==> config.mk <==
export PLATFORM = sky130hd
export DESIGN_NAME = cpp_internal_int_to_double_serial
export DESIGN_NICKNAME = d
export VERILOG_FILES = /design/src/rtl/cpp_convert_pkg.sv /design/src/rtl/cpp_update_edge_detect.sv /design/src/rtl/cpp_internal_int_to_double_serial.sv
export SDC_FILE = /design/constraint.sdc
export NUM_CORES = 1
export LEC_CHECK = 0
export ABC_AREA = 1
export BUFFER_PORTS_ARGS = -buffer_cell sky130_fd_sc_hd__buf_2
export CORE_MARGIN = 3
export CORE_UTILIZATION = 57
export DETAILED_ROUTE_END_ITERATION = 6
export PLACE_DENSITY_LB_ADDON = 0.1
export RECOVER_POWER = 50
export SLEW_MARGIN = 20
export SYNTH_ARGS = -nofsm -noshare
export SYNTH_HDL_FRONTEND = slang
export SYNTH_HIERARCHICAL = 1
export SYNTH_SLANG_ARGS = --single-unit
==> constraint.sdc <==
create_clock -name clk -period 2.5 [get_ports clk]
set_input_delay 0.125 -clock clk [delete_from_list [all_inputs] [get_ports clk]]
set_output_delay 0.125 -clock clk [all_outputs]
set_load 0.02 [all_outputs]
==> src/rtl/cpp_convert_pkg.sv <==
// Shared types and constants for the toggle-protocol int/double conversion stages.
package cpp_convert_pkg;

    typedef enum logic [1:0] {
        IDLE = 2'd0,
        NORM = 2'd1,
        PACK = 2'd2
    } state_t;

    localparam int DOUBLE_BIAS = 1023;
    localparam int EXP_W       = 11;
    localparam int MANT_W      = 52;
    localparam int INT_W       = 32;
    // Exponent of a value whose leading one sits at bit INT_W-1.
    localparam int EXP_START   = DOUBLE_BIAS + INT_W - 1;

endpackage

==> src/rtl/cpp_update_edge_detect.sv <==
// Toggle-strobe detector: any level change on the input line yields a one-cycle
// pulse. The previous level keeps tracking the input through reset, so holding
// the line constant across reset release never looks like a request.
module cpp_update_edge_detect (
    input  logic clk,
    input  logic level,
    output logic toggle
);

    logic upd_q;

    // Remember last cycle's level unconditionally.
    always_ff @(posedge clk) begin
        upd_q <= level;
    end

    assign toggle = level ^ upd_q;

endmodule

==> src/rtl/cpp_internal_int_to_double_serial.sv <==
// Serial int32 -> IEEE-754 double converter. Magnitude is normalised one bit per
// clock, so conversion takes 2 + leading-zero-count cycles. Requests arriving
// while busy are parked in a single-entry hold register (latest wins).
module cpp_internal_int_to_double_serial
    import cpp_convert_pkg::*;
(
    input  logic        clk,
    input  logic        reset,
    input  logic [31:0] in,
    input  logic        update_in,
    output logic [63:0] out,
    output logic        update_out,
    output logic        busy,
    output logic        overrun
);

    localparam logic [EXP_W-1:0] EXP_INIT = EXP_W'(EXP_START);
    localparam int               PAD_W    = MANT_W - (INT_W - 1);

    state_t             state, state_nxt;
    logic               toggle;
    logic               pending;
    logic [INT_W-1:0]   hold;
    logic [INT_W-1:0]   mag;
    logic [EXP_W-1:0]   exp_q;
    logic               sign;
    logic               zero;
    logic               start;
    logic               norm_done;
    logic [INT_W-1:0]   src;
    logic [INT_W-1:0]   src_abs;

    cpp_update_edge_detect u_edge (
        .clk    (clk),
        .level  (update_in),
        .toggle (toggle)
    );

    // A live request beats a parked one when both are present in IDLE.
    assign start     = (state == IDLE) && (toggle || pending);
    assign src       = toggle ? in : hold;
    assign src_abs   = src[INT_W-1] ? (~src + 1'b1) : src;
    assign norm_done = zero || mag[INT_W-1];

    // State register.
    always_ff @(posedge clk) begin
        if (reset) state <= IDLE;
        else       state <= state_nxt;
    end

    // Next-state logic.
    always_comb begin
        state_nxt = state;
        case (state)
            IDLE:    if (toggle || pending) state_nxt = NORM;
            NORM:    if (norm_done)         state_nxt = PACK;
            PACK:    state_nxt = IDLE;
            default: state_nxt = IDLE;
        endcase
    end

    // State-derived outputs.
    always_comb begin
        busy = (state != IDLE);
    end

    // Datapath: capture, shift-normalise, pack, and busy-request parking.
    always_ff @(posedge clk) begin
        if (reset) begin
            mag        <= '0;
            exp_q      <= '0;
            sign       <= 1'b0;
            zero       <= 1'b0;
            hold       <= '0;
            pending    <= 1'b0;
            overrun    <= 1'b0;
            out        <= '0;
            update_out <= 1'b0;
        end else begin
            case (state)
                IDLE: begin
                    if (start) begin
                        sign    <= src[INT_W-1];
                        mag     <= src_abs;
                        zero    <= (src == '0);
                        exp_q   <= EXP_INIT;
                        pending <= 1'b0;
                    end
                end
                NORM: begin
                    if (!norm_done) begin
                        mag   <= mag << 1;
                        exp_q <= exp_q - 1'b1;
                    end
                end
                PACK: begin
                    out        <= zero ? 64'h0 : {sign, exp_q, mag[INT_W-2:0], {PAD_W{1'b0}}};
                    update_out <= ~update_out;
                end
                default: ;
            endcase
            if (state != IDLE && toggle) begin
                hold    <= in;
                pending <= 1'b1;
                if (pending) overrun <= 1'b1;
            end
        end
    end

endmodule

======== Yosys cells after proc, flatten, opt, wreduce, memory -nomap -nowiden ========
Index checks and enable logic that the tools add are counted.
Widths: inputs -> output; s select.
storage, ports and cells
  logic and storage cells ................. 52
  bits of input ports ..................... 35
  output and inout port bits .............. 67
  register bits ........................... 147
cells by class
  add/sub/neg operators ................... 2
  bitwise logic cells ..................... 3
  eq/ne operators ......................... 6
  mux-type cells .......................... 15
  reduce and logical (&&, ||, !) cells .... 15
operators with widths
  operator               count
  $mux 32                4
  $mux 64                1
  $pmux 32 s2            1
  $add 32x1->32 const B  1
  $logic_not 32->1       1
  $not 32->32            1
  $mux 11                2
  $pmux 11 s2            1
  $sub 11x1->11 const B  1
  $reduce_and 2->1       4
  $reduce_bool 2->1      4
  $ne 2x2->1 const B     3
  $mux 2                 2
  $pmux 2 s2             1
  $mux 1                 3
  $reduce_and 3->1       1
  $eq 2x1->1 const B     1
  $eq 2x2->1 const B     1
  $logic_and 1x1->1      2
  $logic_not 2->1        1
  $logic_or 1x1->1       2
  $ne 2x1->1 const B     1
  $not 1->1              1
  $xor 1x1->1            1

======== Logic depth before layout (Yosys ltp) ========
Gate-level depths: netlist (run 1).
  depth in word-level cells ............... 7
  gate-level depth with buffers ........... 17
  depth with buffers taken out ............ 16

======== Hierarchy ========
Netlist (run 1), hierarchy kept.
modules (own cells, without submodules)
  module                             area an instance (sq um)  seq. area each (sq um)  instances  cells an instance
  cpp_internal_int_to_double_serial  6331.1                    2502.4                  1          968
  cpp_update_edge_detect             38.8                      20.0                    1          6

======== Least setup slack after synthesis (run 1) ========
OpenSTA, ideal clock, no wires.
  path type ............................... reg2reg
  from .................................... register u_edge.upd_q
  to ...................................... register mag[18]
  period minus slack after synthesis ...... 1989 ps
  arrival time ............................ 1919 ps
  stages on the path, launching flop included .. 17
  path buffers ............................ 1
  setup time .............................. 70 ps
  slack ................................... 511 ps
  required time ........................... 2430 ps
  cell sequence ........................... dfxtp_1 -> inv_1 -> nand2_1 -> nand2_1 -> buf_4 -> o21ai_1 -> ha_1 -> nand3_1 -> inv_1 -> nand2_1 -> nor2_4 -> nand2_1 -> nand2_1 -> nand2_1 -> nand2_1 -> nand3_1 -> a21oi_1
between the ends
  longest elaborated chain between the ends .. 7
  elaborated cells on any way between the ends .. 11
  those cells by class .................... add/sub: 1; eq/ne: 1; mux: 4; bitwise: 2; reduce/logical: 3
RTL lines
  element                 line                                     source
  from (decl)             cpp_update_edge_detect.sv:10             logic upd_q;
  from (signal assigned)  cpp_update_edge_detect.sv:14             upd_q <= level;
  $xor 1x1->1 (*)         cpp_update_edge_detect.sv:17             assign toggle = level ^ upd_q;
  net toggle              cpp_internal_int_to_double_serial.sv:21  logic toggle;
  $mux 32                 cpp_internal_int_to_double_serial.sv:41  assign src = toggle ? in : hold;
  $not 32->32             cpp_internal_int_to_double_serial.sv:42  assign src_abs = src[INT_W-1] ? (~src + 1'b1) : src;
  $add 32x1->32           cpp_internal_int_to_double_serial.sv:42
  $mux 32                 cpp_internal_int_to_double_serial.sv:42
  $mux 32                 cpp_internal_int_to_double_serial.sv:82  if (start) begin
  $pmux 32 s2             cpp_internal_int_to_double_serial.sv:80  case (state)
  to (signal assigned)    cpp_internal_int_to_double_serial.sv:84  mag <= src_abs;
  to (signal assigned)    cpp_internal_int_to_double_serial.sv:92  mag <= mag << 1;
  to (decl)               cpp_internal_int_to_double_serial.sv:24  logic [INT_W-1:0] mag;
Mark *: on every way through the listed nets, which the timed path passes. The rest lies on a longest branch. The select of a mux whose other input is x is not followed.
A chain may end at the register's enable or synchronous reset.

======== Final worst setup path (run 1) ========
  from .................................... register u_edge.upd_q
  to ...................................... register mag[29]
The elaborated chain is that of the path after synthesis.

==> results.cfg, run 1 <==
[cts]
cts-buffers-inserted = 17
h-tree-depth = 4
clk_latency_ns = 0.52
clk_pin_slew_worst_paths_ns = 0.06
clockBufferDepth = 2
root_buffer = clkbuf_8
clock-sinks = 126
cts_tree = yes

[drt]
ant_nets = 0
wl_per_cell_um = 14.4
vias = 6682
routed_wl_um = 17600
drt-pass1-iter-count = 5
drt_iter0_drc = 689
drc_errors = 0
viasPerCell = 5.50

[floorplanning]
die_x_um = 112
die_area_sq_um = 12500
pin_count = 102
rows = 37
die_height_um = 112
core_sq_um = 10600
initial_utilization_pct = 60.1

[sta]
worstMarginPinSlew_ns = 1.31
finalCritPeriodShare_pct = 90.0
setup_viol = 0
post-route-min-period_ns = 2.25
skew_ns = 0.00732
clock.fmax_mhz = 444
hold_slack_ns = 0.286
drv_slew = 0
hold_viol = 0
max_slew_margin_pct = 12.8

[finish]
drive_gt1_share_pct = 10.0
area_delta_synth_final_pct = 20.4
antenna_cells = 0
final_cells = 1216
final_nets = 1104
fin_util_pct = 72.3

[placed_design]
finalWeightedCongestion = 0.952
dp_hpwl_um = 11700
placed_cells = 1151
port_buffers = 80

[worst_setup_path]
cpMostUsedCell = nand2_1
crit_family = simple AND/OR/NAND/NOR gates
cp.arrival_ns = 2.67
cp_max_fo = 28
crit_slowest_cell = o21ai_0
required_ns = 2.92
cpPeakStageDelay_ns = 0.60
critPathKind = register to register
endpoint_kind = register
critPathLaunchType = register
cp.buffers_inverters = 4
crit_chain = inv_1 > nand2_1 > nand2_1 > buf_4 > o21ai_0 > inv_1 > nand3_1 > nor2_1 > nand2_1 > nand2_1 > nand3_1 > nand3_1 > nand2_1 > inv_1

[power]
total_power_mw = 6.13
p_clk_share_pct = 41.6
p_sw_share_pct = 31.3
p_comb_share_pct = 20.3
p_int_mw = 4.21
power.share.sequential_pct = 38.1
switchingPower_mw = 1.92
p_per_area_nw_per_um2 = 799
p_leak_nw = 3.29
peakVddDrop_mv = 0.625

[synthesis]
yosysTopAreaCell = dfxtp_1
ys_async_sr_fraction_pct = 0
synth_top_area_share_pct = 39.6
synth.avg_cell_area_sq_um = 6.54
synth_common_cells = nand2_1, a21oi_1, dfxtp_1
synth_most_common_cell = nand2_1
synthCells = 974
yosys_warnings = 6
ys_types = 31
synth_area_sq_um = 6370
synth.area.top_cells = dfxtp_1, nand2_1, a21oi_1, nand3_1, o21ai_0
synth_edf_count = 0
synth_seq_cells = 126
seq_area_frac_synth_pct = 39.6
synth_top_flop_cell = dfxtp_1

[grt]
gr-usage-met3_pct = 5.05
grt-busiest-layer = met2
grt_start_max_net_pins = 72
grt_use_total_pct = 28.0
overflow = 0
grtUsageMet1_pct = 35.2
first_global_vias = 6157
antenna_found_initial = 0
met2_usage_pct = 49.6
grt_first_pass_wirelength_um = 29100

[hold_path]
hold_path.class = input port to register

[run]
cap_violations = 0

[status]
outcome = completed
## cells by family after synthesis
kind of cell	count (synthesis)	synth area share (%)
other	1	0.0589
flip-flops	126	39.6
XOR/XNOR	4	0.550
buffers and inverters	150	10.5
AO/OA/AOI/OAI	211	17.1
AND/OR/NAND/NOR	480	31.8
adder cells (fa/ha/maj)	2	0.393
## sequential cells by signal (all words and copies together), names as in the netlist, 2 cells and up
name and count:
hold 32, state 2, out 43, exp_q 11, mag 32
## per-stage QoR
stage	setup TNS [ns]	area (sq um)	worst slack, ns
floorplan	0	6440	0.511
global placement	0	6770	0.326
detailed placement	0	6770	0.275
CTS	0	7710	0.248
global route	-0.000246	7670	-0.000246
finish	0	7670	0.250
## worst reg2reg max path: stages (launching register included)
cell     delay, ns
dfxtp_1       0.33
inv_1         0.04
nand2_1       0.05
nand2_1       0.10
buf_4         0.25
o21ai_0       0.61
inv_1         0.16
nand3_1       0.12
nor2_1        0.04
nand2_1       0.06
nand2_1       0.06
nand3_1       0.15
nand3_1       0.08
nand2_1       0.06
inv_1         0.03
## layout make-up
class,count,area [sq um]
multi-input combinational,718,3270
fill,962,2930
sequential,126,2520
timing repair buffer,130,818
clock buffer,20,455
inverter,74,278
tap,136,170
clock inverter,12,159
## power groups by stage
stage	sequential (mW)	clock, mW	combinational (mW)
2_1_floorplan	2.33	0	0.918
3_3_place_gp	2.37	0	1.17
3_5_place_dp	2.37	0	1.18
4_1_cts	2.33	2.57	1.22
5_1_grt	2.35	2.65	1.42
6_report	2.33	2.55	1.25
## per-layer routing
layer  vias to the layer above  part of all wire, %
li1                       3336                    -
met1                      3122                   43
met2                       199                   51
met3                        25                  4.8
met4                         0                  1.3
met5                         -                    0
## timing repair
item,in CTS,in global routing
hold endpoints to repair,33,0
setup buffers,0,0
setup endpoints to repair,0,5
hold buffers,33,0
gates resized for setup,0,4
## layout by cell type (no fill, tap or decap), types with 5 or more instances in the layout
cell and count:
dfxtp_1 126, clkbuf_1 45, clkbuf_16 16, nand2_1 267
buf_4 15, clkinvlp_4 5, a21oi_1 133, nor3_1 7
nand3_1 111, inv_2 7, nor2_1 73, a211oi_1 6
conb_1 21, dlygate4sd3_1 33, inv_1 65, buf_2 35
o21ai_0 59
## path summary, 6_finish.rpt
path                        startpoint                    to  slack, ns  cells after the start
setup / recovery  u_edge/upd_q$_DFF_P_  mag[29]$_SDFFE_PP0P_       0.25                     14
hold / removal                   reset  out[54]$_SDFFE_PP0N_       0.29                      3
setup reg to reg  u_edge/upd_q$_DFF_P_  mag[29]$_SDFFE_PP0P_       0.25                     14
hold reg to reg   overrun$_SDFFE_PP0P_  overrun$_SDFFE_PP0P_       0.46                      2
Note: power is estimated with default switching activity, not from simulation.
==> run 2, diff against run 1 <==
--- a/config.mk
+++ b/config.mk
@@ -5,9 +5,8 @@
 export SDC_FILE = /design/constraint.sdc
 export NUM_CORES = 1
 export LEC_CHECK = 0
-export ABC_AREA = 1
 export BUFFER_PORTS_ARGS = -buffer_cell sky130_fd_sc_hd__buf_2
-export CORE_MARGIN = 3
+export CORE_MARGIN = 2
 export CORE_UTILIZATION = 57
 export DETAILED_ROUTE_END_ITERATION = 6
 export PLACE_DENSITY_LB_ADDON = 0.1
==> run 2 against run 1 <==
The run now ends with setup timing left. Core utilization up 5.2 points. Sequential share of layout area decreased by 3.0 points. Register-to-register slack lost 0.49 ns. Critical endpoint is now mag[25]$_SDFFE_PP0P_. Largest cell class unchanged.
==> results.cfg, run 2 <==
[grt]
grt_first_pass_wirelength_um = 29100
grt_use_total_pct = 30.8
grt_start_max_net_pins = 80
overflow = 0
first_global_vias = 5815
antenna_found_initial = 0

[floorplanning]
initial_utilization_pct = 58.9
pin_count = 102
die_area_sq_um = 12100
die_height_um = 110
core_sq_um = 10900
die_x_um = 110
rows = 38

[finish]
fin_util_pct = 77.6
reg.largest.list = out x43, hold x32, mag x32
drive_gt1_share_pct = 18.6
mostFrequentLayoutCells = nand2_1, dfxtp_1, a21oi_1, clkbuf_1, buf_4
final_common_cell = nand2_1
regArea_sq_um = 2530
multiInputGateArea_sq_um = 3890
final_nets = 963
n_fill_cell = 759
antenna_cells = 0
area_delta_synth_final_pct = 31.8
regMostFlops = out
largest_reg_flops = 43

[synthesis]
yosys-mux-area-fraction_pct = 5.74
synth_edf_count = 0
synth_seq_cells = 126
yosys_warnings = 6
synth_area_sq_um = 6410
synth.area.top_cells = dfxtp_1, a21oi_1, nand2_1, mux2i_1, nand3b_1
ys_types = 58
synth_adder_area_share_pct = 0.390
synth_compound_area_share_pct = 18.7
yosysTopAreaCell = dfxtp_1
synth.avg_cell_area_sq_um = 8.04
synth_most_common_cell = nand2_1
ys_async_sr_fraction_pct = 0
synth-simple-area-share_pct = 24.8
synth-xor-area-share_pct = 4.51
synthCells = 797
synth_top_family_by_area = simple AND/OR/NAND/NOR gates
synth_common_cells = nand2_1, dfxtp_1, a21oi_1
synth_top_area_share_pct = 39.3
synth_top_flop_cell = dfxtp_1
seq_area_frac_synth_pct = 39.3

[worst_setup_path]
cp_max_fo = 7
critPathKind = register to register
critPathLaunchType = register
required_ns = 2.92
worstSetupStartpoint = u_edge/upd_q$_DFF_P_
cp.arrival_ns = 3.17
ff2ff_setup_slack_ns = -0.25
r2r-start = u_edge/upd_q$_DFF_P_
endpoint_kind = register

[drt]
drt_iter0_drc = 589
viasPerCell = 5.97
routed_wl_um = 18600
drt-pass1-iter-count = 7
ant_nets = 0
vias = 6441
wl_per_cell_um = 17.2
drc_errors = 0

[sta]
setup_slack_ns = -0.245
post-route-min-period_ns = 2.75
worstMarginPinSlew_ns = 0.846
rsz0062_at_grt = true
drv_slew = 0
max_slew_margin_pct = 43.5
hold_viol = 0
finalCritPeriodShare_pct = 110
skew_ns = 0.00816
setup-tns-final_ns = -1.77
clock.fmax_mhz = 364
setup_viol = 17

[cts]
root_buffer = clkbuf_8
cts_tree = yes
clk_pin_slew_worst_paths_ns = 0.06
cts-buffers-inserted = 17
h-tree-depth = 4
clock-sinks = 126
clk_latency_ns = 0.54
clockBufferDepth = 2

[power]
p_leak_nw = 3.18
total_power_mw = 6.59
peakVddDrop_mv = 0.592
p_per_area_nw_per_um2 = 780

[hold_path]
hp-start = in[0]
hold_path.class = input port to register

[placed_design]
dpl_worst_slack_ns = -0.263
dp_hpwl_um = 11800
port_buffers = 80
finalWeightedCongestion = 0.878

[status]
outcome = finished with violations
violations = setup timing

[run]
cap_violations = 0
-- run 2: cell type report --
| type | count | share of cell area [%] |
|---|---|---|
| clock inverter | 9 | 1.84 |
| timing repair buffer | 172 | 14.3 |
| tap | 140 | 2.07 |
| inverter | 4 | 0.178 |
| clock buffer | 23 | 5.64 |
| multi-input combinational | 605 | 46.0 |
| sequential | 126 | 29.9 |
-- run 2: path summary, 6_finish.rpt --
check	to	cells after the start
hold / removal	mag[0]$_SDFFE_PP0P_	6
hold reg to reg	out[35]$_SDFFE_PP0N_	2
setup / recovery	mag[25]$_SDFFE_PP0P_	10
setup reg to reg	mag[25]$_SDFFE_PP0P_	10
-- run 2: repair_timing --
item | CTS | global route
gates resized for setup | 24 | 28
cloned | 2 | 0
buffers inserted | 4 | 2
endpoints found under the hold margin | 34 | 0
hold buffers | 34 | 0
pin swaps | 14 | 18
setup endpoints to repair | 18 | 25
-- run 2: cells by family (layout without fill, tap and decap cells) --
group                    count (synthesis)  after routing
buffers and inverters                   87            208
other                                    1             21
XOR/XNOR                                33             34
adder cells (fa/ha/maj)                  2              2
AO/OA/AOI/OAI                          199            199
flip-flops                             126            126
AND/OR/NAND/NOR                        313            313
multiplexers                            36             36
-- run 2: critical path: stages (launching register included) --
cell and delay (ns):
dfxtp_4 0.40, xor2_4 0.26, buf_4 0.16, buf_6 0.10, or3b_1 0.35, a222oi_1 0.24, buf_4 0.19, nand2_4 0.09
o41ai_4 0.39, xnor2_2 0.11, a2111oi_2 0.34
-- run 2: metal layers --
metal  GRT usage, %  wire (um)  vias to the layer above
li1               -          -                     3053
met2           47.9       8370                      365
met4           9.58        382                        0
met3           6.70       1500                       60
met1           42.7       8350                     2963
met5              0          0                        -
-- run 2: report_power, final --
| group | internal, mW | switching [mW] |
|---|---|---|
| Combinational | 0.683 | 0.910 |
| Sequential | 2.20 | 0.187 |
| Clock | 1.73 | 0.884 |
| Total | 4.61 | 1.98 |
-- run 2: through the flow --
stage	area [sq um]	hold slack (ns)	std cells
6_report	8450	0.314	1079
5_1_grt	8450	0.346	1079
4_1_cts	8340	0.324	1077
3_5_place_dp	7180	0.320	1005
3_3_place_gp	7180	0.313	1005
2_1_floorplan	6600	0.153	817
==> run 3, diff against run 2 <==
--- a/config.mk
+++ b/config.mk
@@ -7,7 +7,7 @@
 export LEC_CHECK = 0
 export BUFFER_PORTS_ARGS = -buffer_cell sky130_fd_sc_hd__buf_2
 export CORE_MARGIN = 2
-export CORE_UTILIZATION = 57
+export CORE_UTILIZATION = 45
 export DETAILED_ROUTE_END_ITERATION = 6
 export PLACE_DENSITY_LB_ADDON = 0.1
 export RECOVER_POWER = 50
==> run 3 against run 2 <==
The flow still finishes with violations (setup timing). First-iteration DRC count shrank 20%. Core utilization shrank 17 points. Global-route usage shrank 7.3 points. Clock-buffer cell count shrank 5. Register-to-register slack gained 0.12 ns. Critical path depth is the same. Via count shrank 5.0%. Largest cell class unchanged. Largest power group unchanged.
==> results.cfg, run 3 (synthesis gave the netlist of run 2 again) <==
[status]
outcome = finished with violations
violations = setup timing

[sta]
setup_viol = 13
post-route-min-period_ns = 2.62
rsz0062_at_grt = true
hold_slack_ns = 0.0153
max_slew_margin_pct = 45.0
skew_ns = 0.00721
worstMarginPinSlew_ns = 0.825
drv_slew = 0
hold_viol = 0
clock.fmax_mhz = 382
finalCritPeriodShare_pct = 105
setup_slack_ns = -0.120

[finish]
mostFrequentLayoutCells = nand2_1, dfxtp_1, a21oi_1, buf_4, clkbuf_1
final_nets = 960
area_delta_synth_final_pct = 31.6
n_fill_cell = 1243
regMostFlops = out
drive_gt1_share_pct = 18.4
largest_reg_flops = 43
multiInputGateArea_sq_um = 3850
final_common_cell = nand2_1
reg.largest.list = out x43, hold x32, mag x32
regArea_sq_um = 2530
antenna_cells = 0
final_cells = 1116

[worst_setup_path]
worstSetupStartpoint = u_edge/upd_q$_DFF_P_
crit_slowest_cell = dfxtp_4
cp.buffers_inverters = 3
cp.arrival_ns = 2.94
cp_max_fo = 8
endpoint_kind = register
crit_family = compound AO/OA/AOI/OAI gates
cpMostUsedCell = buf_4
required_ns = 2.82
cpPeakStageDelay_ns = 0.38
critPathKind = register to register
r2r-start = u_edge/upd_q$_DFF_P_
critPathLaunchType = register
crit_chain = xor2_4 > buf_4 > or3_4 > a222oi_1 > buf_4 > nand2_4 > buf_6 > o31ai_2 > xnor2_1 > a211oi_1

[cts]
clk_latency_ns = 0.42
cts-buffers-inserted = 17
cts_tree = yes
clockBufferDepth = 2
clk_pin_slew_worst_paths_ns = 0.06
root_buffer = clkbuf_16
clock-sinks = 126
h-tree-depth = 4

[hold_path]
hp-start = in[7]
hold_path.class = input port to register

[drt]
vias = 6121
ant_nets = 0
drt_iter0_drc = 474
routed_wl_um = 17700
wl_per_cell_um = 15.8
drt-pass1-iter-count = 5
viasPerCell = 5.48
drc_errors = 0

[grt]
grt_use_total_pct = 23.5
antenna_found_initial = 0
first_global_vias = 5487
grt_start_max_net_pins = 77
overflow = 0
grt_first_pass_wirelength_um = 28000

[placed_design]
dpl_worst_slack_ns = -0.205
port_buffers = 80
finalWeightedCongestion = 0.892
dp_hpwl_um = 11900
placed_cells = 1046

[floorplanning]
pin_count = 102
die_area_sq_um = 15200
rows = 43
initial_utilization_pct = 46.2
core_sq_um = 13900
die_x_um = 123
die_height_um = 123

[power]
total_power_mw = 6.81
p_per_area_nw_per_um2 = 807
peakVddDrop_mv = 0.452
p_leak_nw = 3.13

[run]
cap_violations = 0
[run 3: cell types whose count changed in the layout (fill, tap and decap cells not counted), sizes merged]
| cell | delta |
|---|---|
| clkinvlp | +3 |
| bufinv | +3 |
| dlygate4sd3 | -2 |
| bufbuf | -1 |
| inv | +1 |
| clkbuf | -5 |
| clkinv | -2 |
[run 3: repair_timing]
| item | in CTS | in global routing |
|---|---|---|
| resized for setup | 25 | 18 |
| endpoints found under the setup margin | 21 | 26 |
| endpoints found under the hold margin | 32 | 0 |
| hold buffers | 32 | 0 |
| gates cloned | 1 | 0 |
| setup buffers | 4 | 1 |
| pin swaps | 17 | 13 |
[run 3: cell type report]
class,count,area share [%]
Inverter,4,0.178
Tap cell,180,2.67
Clock inverter,14,3.11
Sequential cell,126,29.9
Clock buffer,18,5.09
Multi-Input combinational cell,605,45.6
Timing Repair Buffer,169,13.4
[run 3: worst reg2reg max path: stages (launching register included)]
cell and delay [ns]:
dfxtp_4 0.38, xor2_4 0.19, buf_4 0.17, or3_4 0.34
a222oi_1 0.37, buf_4 0.19, nand2_4 0.09, buf_6 0.17
o31ai_2 0.25, xnor2_1 0.11, a211oi_1 0.28
[run 3: power breakdown]
part / total [mW] / internal [mW] / switching (mW)
Clock: 2.92 / 1.97 / 0.945
Combinational: 1.51 / 0.649 / 0.864
Sequential: 2.38 / 2.20 / 0.186
[run 3: metal layers]
| layer | vias to the layer above | GRT usage, % | share of wire [%] | wire length (um) |
|---|---|---|---|---|
| li1 | 3049 | - | - | - |
| met1 | 2872 | 34.8 | 51 | 9030 |
| met2 | 184 | 34.1 | 43 | 7550 |
| met5 | - | 0 | 0 | 0 |
| met3 | 16 | 4.94 | 5.0 | 883 |
| met4 | 0 | 6.89 | 1.1 | 203 |
[run 3: path summary, 6_finish.rpt]
kind / endpoint / slack (ns) / depth (start not counted)
worst min-delay path: hold[7]$_SDFFE_PP0P_ / 0.02 / 3
worst min register to register: out[49]$_SDFFE_PP0N_ / 0.45 / 2
worst max register to register: mag[30]$_SDFFE_PP0P_ / -0.12 / 10
worst max-delay path: mag[30]$_SDFFE_PP0P_ / -0.12 / 10
[run 3: metrics by stage]
| step | utilization, % | setup TNS [ns] | cell area (sq um) |
|---|---|---|---|
| finish | 60.8 | -0.732 | 8440 |
| global route | 60.8 | -2.74 | 8440 |
| CTS | 60.5 | -0.412 | 8400 |
| detailed placement | 51.9 | -1.60 | 7210 |
| global placement | 51.9 | -1.08 | 7210 |
| floorplan | - | -0.193 | 6600 |
